[src/rtl/joystick_scan.sv]
// joystick_scan
// Serial joystick scanner for a chain of 74HC165-style shift registers.
// A ce-qualified divider produces scan ticks that pace a load/shift FSM.
// Each captured frame (active-low serial data, stored active-high) passes a
// multi-frame debounce before being published on joy.

module joystick_scan #(
    parameter int CHANNELS = 2,
    parameter int BITS     = 8,
    parameter int DIV      = 4,
    parameter int GAP      = 16,
    parameter int DEBOUNCE = 2
) (
    input  logic                     clk_sys,
    input  logic                     reset,
    input  logic                     ce,
    output logic                     joyLd,
    output logic                     joyCk,
    input  logic                     joyD,
    output logic [CHANNELS*BITS-1:0] joy,
    output logic                     valid,
    output logic                     frame_strobe
);

    localparam int N     = CHANNELS * BITS;
    localparam int DIV_W = (DIV > 1) ? $clog2(DIV) : 1;
    localparam int GAP_W = (GAP > 1) ? $clog2(GAP) : 1;
    localparam int K_W   = (N > 1) ? $clog2(N) : 1;
    localparam int CNT_W = $clog2(DEBOUNCE + 1);

    localparam logic [DIV_W-1:0] DIV_LAST = DIV_W'(DIV - 1);
    localparam logic [GAP_W-1:0] GAP_LAST = GAP_W'(GAP - 1);
    localparam logic [K_W-1:0]   K_LAST   = K_W'(N - 1);
    localparam logic [CNT_W-1:0] DEB_LAST = CNT_W'(DEBOUNCE - 1);

    // Shift phase A holds joyCk low; phase B raises it after the bit is taken.
    typedef enum logic [2:0] {
        S_IDLE,
        S_LOAD,
        S_SHIFT_A,
        S_SHIFT_B,
        S_DONE
    } state_t;

    state_t             state;
    state_t             next_state;
    logic [DIV_W-1:0]   div_cnt;
    logic               tick;
    logic [GAP_W-1:0]   gap_cnt;
    logic [K_W-1:0]     k;
    logic [N-1:0]       raw;
    logic [N-1:0]       prev;
    logic [CNT_W-1:0]   cnt;
    logic [CNT_W-1:0]   cnt_next;
    logic               publish;
    logic               ld_d;
    logic               ck_d;
    logic               strobe_d;

    // Tick divider: counts ce pulses 0..DIV-1; the DIV-1 cycle is the tick.
    // NOTE: sequential state uses non-blocking assignments so every register
    // updates from pre-edge values regardless of statement order.
    always_ff @(posedge clk_sys) begin
        if (reset) begin
            div_cnt <= '0;
        end else if (ce) begin
            div_cnt <= (div_cnt == DIV_LAST) ? '0 : div_cnt + 1'b1;
        end
    end

    assign tick = ce && (div_cnt == DIV_LAST);

    // State register.
    always_ff @(posedge clk_sys) begin
        if (reset) begin
            state <= S_IDLE;
        end else begin
            state <= next_state;
        end
    end

    // Next-state logic: every transition is tick-gated except leaving DONE.
    // NOTE: next_state gets a default before the case so no path leaves it
    // unassigned, which would otherwise infer a latch.
    always_comb begin
        next_state = state;
        case (state)
            S_IDLE: begin
                if (tick && (gap_cnt == GAP_LAST)) begin
                    next_state = S_LOAD;
                end
            end
            S_LOAD: begin
                if (tick) begin
                    next_state = S_SHIFT_A;
                end
            end
            S_SHIFT_A: begin
                if (tick) begin
                    next_state = S_SHIFT_B;
                end
            end
            S_SHIFT_B: begin
                if (tick) begin
                    next_state = (k == K_LAST) ? S_DONE : S_SHIFT_A;
                end
            end
            S_DONE: begin
                next_state = S_IDLE;
            end
            default: begin
                next_state = S_IDLE;
            end
        endcase
    end

    // Output decode from the upcoming state, so the pins come straight from
    // flops and change only on the edge that moves the FSM.
    always_comb begin
        ld_d     = (next_state != S_LOAD);
        ck_d     = (next_state != S_SHIFT_A);
        strobe_d = (next_state == S_DONE);
    end

    // Registered chain controls and frame strobe.
    always_ff @(posedge clk_sys) begin
        if (reset) begin
            joyLd        <= 1'b1;
            joyCk        <= 1'b1;
            frame_strobe <= 1'b0;
        end else begin
            joyLd        <= ld_d;
            joyCk        <= ck_d;
            frame_strobe <= strobe_d;
        end
    end

    // Gap counter, bit index and serial capture. The bit is taken on the tick
    // that ends phase A, i.e. before the rising joyCk that shifts the chain.
    // NOTE: raw is cleared on reset only to start from a known value; every
    // frame overwrites all of its bits before they are used.
    always_ff @(posedge clk_sys) begin
        if (reset) begin
            gap_cnt <= '0;
            k       <= '0;
            raw     <= '0;
        end else begin
            case (state)
                S_IDLE: begin
                    if (tick) begin
                        gap_cnt <= (gap_cnt == GAP_LAST) ? '0 : gap_cnt + 1'b1;
                    end
                end
                S_SHIFT_A: begin
                    if (tick) begin
                        raw[k] <= ~joyD;
                    end
                end
                S_SHIFT_B: begin
                    if (tick) begin
                        k <= (k == K_LAST) ? '0 : k + 1'b1;
                    end
                end
                default: begin
                end
            endcase
        end
    end

    // Stability count for the frame just captured: grows while frames repeat,
    // saturating at DEBOUNCE-1, and restarts on any change.
    always_comb begin
        cnt_next = '0;
        if (raw == prev) begin
            cnt_next = (cnt == DEB_LAST) ? cnt : cnt + 1'b1;
        end
    end

    assign publish = (cnt_next == DEB_LAST);

    // Debounce update and publication, once per frame in DONE.
    always_ff @(posedge clk_sys) begin
        if (reset) begin
            prev  <= '0;
            cnt   <= '0;
            joy   <= '0;
            valid <= 1'b0;
        end else if (state == S_DONE) begin
            prev <= raw;
            cnt  <= cnt_next;
            if (publish) begin
                joy   <= raw;
                valid <= 1'b1;
            end
        end
    end

endmodule
[config.mk]
export PLATFORM = sky130hd
export DESIGN_NAME = joystick_scan
export DESIGN_NICKNAME = d
export VERILOG_FILES = /design/src/rtl/joystick_scan.sv
export SDC_FILE = /design/constraint.sdc
export NUM_CORES = 1
export LEC_CHECK = 0
export ABC_AREA = 1
export ABC_CLOCK_PERIOD_IN_PS = 2040
export BUFFER_PORTS_ARGS = -buffer_cell sky130_fd_sc_hd__buf_4
export CAP_MARGIN = 20
export CORE_ASPECT_RATIO = 1.75
export CORE_UTILIZATION = 60
export DETAILED_ROUTE_END_ITERATION = 8
export GPL_TIMING_DRIVEN = 0
export PLACE_DENSITY = 0.89
export SYNTH_ARGS = -nofsm -noshare
export SYNTH_HDL_FRONTEND = slang
export SYNTH_SLANG_ARGS = --single-unit
[constraint.sdc]
create_clock -name clk_sys -period 2.04 [get_ports clk_sys]
set_input_delay 0.408 -clock clk_sys [delete_from_list [all_inputs] [get_ports clk_sys]]
set_output_delay 0.408 -clock clk_sys [all_outputs]
set_load 0.05 [all_outputs]
==> results of run 1 <==
## cell families after synthesis
family,after synthesis,share of synthesized area (%)
AND/OR/NAND/NOR,201,27.7
flip-flops,67,44.9
adder cells (fa/ha/maj),6,2.51
buffers and inverters,80,10.7
AO/OA/AOI/OAI,77,13.2
XOR/XNOR,3,0.880
## worst max-delay path: cells and delay by family, from the launching register on
kind	cells	cell delay (ns)
and+or+nand+nor	4	0.66
DFF	1	0.36
AOI/OAI and AO/OA	2	0.20
buffers and inverters	1	0.19
adders and majority gates	1	0.18
## metal layers
layer	vias up	global-route usage, %
met5	-	0
met3	24	5.56
met2	82	49.4
li1	1414	-
met4	0	20.8
met1	1223	25.1
## through the flow
stage               utilization [%]  worst slack (ns)  instances  hold WS [ns]
global route                   72.2             0.200        524         0.244
CTS                            72.2             0.374        524         0.235
finish                         72.2             0.359        524         0.250
floorplan                         -             0.674        434         0.434
detailed placement             67.7             0.386        508         0.447
global placement               67.7             0.436        508         0.440
## cell usage after synthesis
| library cell | number |
|---|---|
| nand2_1 | 91 |
| nor2_1 | 80 |
| dfxtp_1 | 67 |
| inv_1 | 61 |
| o21ai_0 | 36 |
| a21oi_1 | 32 |
| nand3_1 | 15 |
| clkbuf_1 | 6 |
| ha_1 | 6 |
| inv_2 | 5 |
| a31oi_1 | 4 |
| nor3_1 | 4 |
| buf_2 | 3 |
| o21ai_1 | 3 |
| xor2_1 | 3 |
| buf_6 | 2 |
| clkinv_1 | 2 |
| nand4_1 | 2 |
| nor2_2 | 2 |
| nor2_4 | 2 |
| a211oi_1 | 1 |
| and3_1 | 1 |
| buf_1 | 1 |
| nand2_2 | 1 |
| nand3_4 | 1 |
| nand3b_1 | 1 |
| nor4_1 | 1 |
| o211ai_1 | 1 |
## worst paths after layout
kind / startpoint / to / slack [ns] / cells after the start
setup / recovery: div_cnt[0]$_SDFFE_PP0P_ / raw[12]$_SDFFE_PP0P_ / 0.36 / 8
hold / removal: reset / raw[11]$_SDFFE_PP0P_ / 0.25 / 2
setup reg to reg: div_cnt[0]$_SDFFE_PP0P_ / raw[12]$_SDFFE_PP0P_ / 0.36 / 8
hold reg to reg: valid$_SDFFE_PP0P_ / valid$_SDFFE_PP0P_ / 0.46 / 2
## state kept, by name, summed over array words and instances, names as in the netlist, 2 cells and up
signal / flops
cnt: 2
k: 4
div_cnt: 2
raw: 16
state: 3
joy: 16
prev: 16
gap_cnt: 4
## cell usage in the layout, fill, tap and decap left out, drive strengths merged
cell      instances
a211oi            1
a21oi            32
a31oi             4
and3              1
buf              28
bufinv            1
clkbuf           18
clkinv            4
clkinvlp          1
dfxtp            67
ha                6
inv              66
nand2            92
nand3            16
nand3b            1
nand4             2
nor2             84
nor3              4
nor4              1
o211ai            1
o21ai            39
xor2              3
## area by class of cell
type | count | area, µm² | share of cell area (%)
well taps | 52 | 65.1 | 1.90
repair buffers | 22 | 165 | 4.82
multi-input cells | 287 | 1330 | 38.6
clock buffers | 12 | 165 | 4.82
plain buffers | 12 | 63.8 | 1.86
clock inverters | 4 | 47.5 | 1.39
flip-flops and latches | 67 | 1340 | 39.1
inverters | 68 | 255 | 7.45
## power by group
| part | switching (W) | internal, W | leakage, nW | total [W] |
|---|---|---|---|---|
| clock network | 0.000504 | 0.000660 | 0.108 | 0.00116 |
| registers | 0.00000285 | 0.00131 | 0.540 | 0.00131 |
| logic | 0.0000408 | 0.0000160 | 0.979 | 0.0000568 |
==> metrics.cfg, run 1 <==
[floorplanning]
core_area_um2=4750
dieHeight_um=95.3
dieArea_um2=5270
rows=33
start_util_pct=62.9
chipWidth_um=55.3
ioPinCount=24

[timing]
final_hold_viol_count=0
fin_skew_ns=0.00753
period_share_pct=82.4
finalMaxSlewViolations=0
setup_viol_count_final=0
max_freq_mhz=595
slew_headroom_pct=67.6
grt_setup_unrepaired=no
final.setup.tns_ns=0
fin_crit_ns=1.68
max_slew.worst_pin.slew_ns=0.485

[drt]
route.met2.wl_um=3430
drc=0
via_per_inst=5.23
firstDrtPassIters=4
route.vias.total=2743
wirelength_um=6500
antenna_left=0
wl_per_cell_um=12.4
route.met3.wl_um=247
dr.max_layer_used=met4
drt-initial-drc-count=160
wl_met1_um=2510

[flow_run]
cap_violations=0

[finish]
drive_gt1_share_pct=11.4
fillers=377
fin_nets=477
syn_to_final_growth_pct=14.8
n_antenna_cell=0
final_area_um2=3430

[clock_tree]
clkTransAtPathRegs_ns=0.07
worstSkewPairLatency_ns=0.35
cts_tree=built
numClockSinks=67
cts_buffers=9
post_cts_resized=0
cts.root.buffer_cell=clkbuf_8
cts.path.max_buffers=2
cts_setup_buffers=0
htreeDepth=3
cts_hold_buffers=0

[min_path]
hold_path.class=input port to flip-flop

[placed_design]
place_hpwl_um=4690
postPlaceCellArea_um2=3220
routabilityCongestion=0.895
io_buffer_count=22

[grt]
grt_pass1_wl_um=10800
track_usage_pct=26.6
grt_pass1_vias=2595
grt_max_degree=12
grt_overflow=0
antenna_found_initial=0

[critical_path]
cp-start-kind=flip-flop
crit_chain=ha_1 -> nand2_1 -> nor2_2 -> nand2_1 -> inv_1 -> nand2_1 -> o21ai_0 -> a21oi_1
required_ns=2.28
arrival_ns=1.92
max_stage_delay_ns=0.36
crit_path_end_kind=flip-flop
critPathKind=flip-flop to flip-flop
cpMostUsedCell=nand2_1
critPathMaxFanout=6
cp_slowest_cell=dfxtp_1

[synth]
ys.warnings.count=0
synth-seq-cells=67
syn_nets=444
syn_inst=434
synthTopCellsByArea=dfxtp_1, nand2_1, nor2_1
syn_area_um2=2990
syn_avg_cell_area_um2=6.88
netlist.top_cell.by_area=dfxtp_1
ys_types=28
synth_seq_area_share_pct=44.9
synth_top_area_share_pct=44.9

[power]
power_density_nw_per_um2=739
power_w=0.00253
peakVddDrop_mv=0.627
power.leakage_nw=1.63

[status]
status=finished clean

(Power assumes the default switching activity.)
==> inputs of run 2 (changes only) <==
ABC_AREA = 0   (was 1)
ABC_CLOCK_PERIOD_IN_PS = 1400   (was 2040)
CORE_UTILIZATION = 53   (was 60)
PLACE_DENSITY = 0.84   (was 0.89)
clock period = 1.4 ns   (was 2.04 ns; I/O delays follow)
==> metrics.cfg, run 2 <==
[finish]
final_common_cell=dfxtp_1  ; was nand2_1
drive_gt1_share_pct=37.7  ; was 11.4%
final_cell_mix=dfxtp_1, buf_4, nand2_1  ; was nand2_1, nor2_1, dfxtp_1
post-route-util_pct=75.0  ; was 72.2%
syn_to_final_growth_pct=36.4  ; was 14.8%
fin_nets=398  ; was 477
largestRegisters=joy (16), prev (16), raw (16)  ; unchanged
n_antenna_cell=0  ; unchanged
fillers=347  ; was 377

[timing]
setup_slack_ns=-0.602  ; was 0.359 ns
slew_headroom_pct=60.8  ; was 67.6%
fin_skew_ns=0.0116  ; was 0.00753 ns
grt_setup_unrepaired=yes  ; was no
period_share_pct=143  ; was 82.4%
fin_crit_ns=2.00  ; was 1.68 ns
final.setup.tns_ns=-15.01  ; was 0 ns
max_slew.worst_pin.slew_ns=0.588  ; was 0.485 ns
setup_viol_count_final=55  ; was 0
final_hold_viol_count=0  ; unchanged
max_freq_mhz=499  ; was 595 MHz
finalMaxSlewViolations=0  ; unchanged

[critical_path]
worst-path-stages=7  ; was 8
reg2reg_from=raw[1]$_SDFFE_PP0P_  ; was div_cnt[0]$_SDFFE_PP0P_
rr_worst_depth=7  ; was 8
cp-start-kind=flip-flop  ; unchanged
arrival_ns=2.24  ; was 1.92 ns
critPathLaunch=raw[1]$_SDFFE_PP0P_  ; was div_cnt[0]$_SDFFE_PP0P_
critPathKind=flip-flop to flip-flop  ; unchanged
required_ns=1.64  ; was 2.28 ns
crit_path_end_kind=flip-flop  ; unchanged
cp-endpoint=joy[14]$_SDFFE_PP0P_  ; was raw[12]$_SDFFE_PP0P_
crit_chain=xor2_1 -> nor4_1 -> nand4_1 -> or3_1 -> buf_6 -> buf_12 -> mux2i_2  ; was ha_1 -> nand2_1 -> nor2_2 -> nand2_1 -> inv_1 -> nand2_1 -> o21ai_0 -> a21oi_1
cp_slowest_cell=dfxtp_1  ; unchanged
r2r_setup_slack_ns=-0.60  ; was 0.36 ns
reg2reg_to=joy[14]$_SDFFE_PP0P_  ; was raw[12]$_SDFFE_PP0P_
max_stage_delay_ns=0.42  ; was 0.36 ns
cpLargestDelayFamily=simple AND/OR/NAND/NOR gates  ; unchanged
critPathMaxFanout=7  ; was 6
crit_buf_inv=2  ; was 1

[synth]
synth-seq-cells=67  ; unchanged
synth_top_family_by_area=simple AND/OR/NAND/NOR gates  ; unchanged
syn_inst=327  ; was 434
netlist.top_cell.by_area=dfxtp_1  ; unchanged
synth_seq_area_share_pct=46.0  ; was 44.9%
post-synth-top-count-cell=dfxtp_1  ; was nand2_1
syn_area_um2=2910  ; was 2990 µm²
synthAdderAreaFrac_pct=2.58  ; was 2.51%
syn_nets=337  ; was 444
async_reset_ff_share_pct=0  ; unchanged
synth.top_cells.by_count=dfxtp_1, nand2_1, nor2_1  ; was nand2_1, nor2_1, dfxtp_1
ys.warnings.count=0  ; unchanged
synth_compound_area_share_pct=10.3  ; was 13.2%
synth_ff_type=dfxtp_1  ; unchanged
syn_avg_cell_area_um2=8.91  ; was 6.88 µm²
synth_xor_area_share_pct=6.01  ; was 0.880%
ys_types=34  ; was 28
synthTopCellsByArea=dfxtp_1, mux2i_1, nand2b_1  ; was dfxtp_1, nand2_1, nor2_1
yosys.area_share.simple_pct=23.9  ; was 27.7%
synthMuxAreaShare_pct=7.22  ; was 0%
synth_enable_flop_cells=0  ; unchanged
synth_top_area_share_pct=46.0  ; was 44.9%

[floorplanning]
core_area_um2=5300  ; was 4750 µm²
dieArea_um2=5810  ; was 5270 µm²
start_util_pct=55.0  ; was 62.9%
dieHeight_um=100  ; was 95.3 µm
ioPinCount=24  ; unchanged
rows=35  ; was 33
chipWidth_um=58.0  ; was 55.3 µm

[status]
status=complete, but fails checks  ; was finished clean
violations=design-rule violations, negative setup slack

[grt]
grt_pass1_vias=2339  ; was 2595
grt_pass1_wl_um=11200  ; was 10800 µm
antenna_found_initial=0  ; unchanged
grt_max_degree=13  ; was 12
track_usage_pct=25.8  ; was 26.6%
grt_overflow=0  ; unchanged

[drt]
drc=2  ; was 0
wl_met1_um=2830  ; was 2510 µm
antenna_left=0  ; unchanged
drt-initial-drc-count=128  ; was 160
wl_per_cell_um=17.2  ; was 12.4 µm
route.vias.total=2649  ; was 2743
firstDrtPassIters=6  ; was 4
wirelength_um=8050  ; was 6500 µm
via_per_inst=5.67  ; was 5.23
dr.max_layer_used=met4  ; unchanged
route.met3.wl_um=337  ; was 247 µm
route.met2.wl_um=4510  ; was 3430 µm

[clock_tree]
htreeDepth=3  ; unchanged
clkTransAtPathRegs_ns=0.08  ; was 0.07 ns
worstSkewPairLatency_ns=0.35  ; about the same
cts_tree=built  ; unchanged
cts_buffers=9  ; unchanged
cts.root.buffer_cell=clkbuf_8  ; unchanged
numClockSinks=67  ; unchanged
cts.path.max_buffers=2  ; unchanged

[placed_design]
post-place-ws_ns=-0.645  ; was 0.386 ns
place_hpwl_um=4420  ; was 4690 µm
routabilityCongestion=0.844  ; was 0.895
io_buffer_count=22  ; unchanged

[power]
peakVddDrop_mv=0.849  ; was 0.627 mV
power_density_nw_per_um2=924  ; was 739 nW/µm²
power_w=0.00367  ; was 0.00253 W
power.leakage_nw=1.62  ; was 1.63 nW

[flow_run]
cap_violations=0  ; unchanged

[min_path]
hold_path.class=input port to flip-flop  ; unchanged

==> run 2: worst register-to-register path: cells and delay by family (launching register included) <==
kind / cells / cell delay (ns)
DFF: 1 / 0.42
buffers and inverters: 2 / 0.28
muxes: 1 / 0.14
and+or+nand+nor: 3 / 0.90
xor gates and xnor gates: 1 / 0.14
==> run 2: worst min path at each step <==
| stage | startpoint | end | slack, ns | depth (start not counted) |
|---|---|---|---|---|
| after detailed placement | valid$_SDFFE_PP0P_ | valid$_SDFFE_PP0P_ | 0.44 | 2 |
| final | joyD | raw[2]$_SDFFE_PP0P_ | 0.20 | 2 |
| after CTS | joyD | raw[0]$_SDFFE_PP0P_ | 0.18 | 2 |
| after global placement | valid$_SDFFE_PP0P_ | valid$_SDFFE_PP0P_ | 0.44 | 2 |
| after floorplan | joyD | raw[0]$_SDFFE_PP0P_ | 0.39 | 1 |
| after global routing | joyD | raw[0]$_SDFFE_PP0P_ | 0.20 | 2 |
==> run 2: area by class of cell <==
type | count | area (µm²) | area share (%)
Buffer | 16 | 110 | 2.77
Clock buffer | 9 | 124 | 3.12
Clock inverter | 7 | 68.8 | 1.73
Inverter | 6 | 22.5 | 0.567
Multi-Input combinational cell | 236 | 1740 | 43.9
Sequential cell | 67 | 1360 | 34.3
Tap cell | 74 | 92.6 | 2.33
Timing Repair Buffer | 52 | 447 | 11.2
==> run 2: where the power goes <==
| group | total [W] | switching [W] | leakage (nW) | internal, W |
|---|---|---|---|---|
| registers | 0.00191 | 0.00000624 | 0.547 | 0.00191 |
| clock network | 0.00163 | 0.000814 | 0.0950 | 0.000815 |
| logic | 0.000127 | 0.0000748 | 0.974 | 0.0000523 |
| total | 0.00367 | 0.000895 | 1.62 | 0.00277 |
==> run 2: repair_timing <==
action,in CTS,in global routing
pin swaps,41,26
setup endpoints to repair,60,67
resized for setup,47,53
hold buffers,0,0
cloned,0,1
setup buffers,22,10
==> run 2: cell families after synthesis <==
kind of cell / after synthesis
compound gates: 51
xor+xnor: 20
fa+ha+maj: 6
buf+inv: 24
flops: 67
mux: 21
simple gates: 138
==> run 2: routing by layer <==
metal,global-route usage (%),up-vias
met5,0,-
met4,15.6,0
met3,4.51,33
met2,47.7,101
met1,25.8,1287
li1,-,1228
==> run 2: stage by stage <==
step	instance area (µm²)	hold slack, ns	std cells
3_3_place_gp	3200	0.439	423
2_1_floorplan	2950	0.390	327
6_report	3970	0.200	467
4_1_cts	3740	0.180	459
3_5_place_dp	3200	0.441	423
5_1_grt	3970	0.197	467
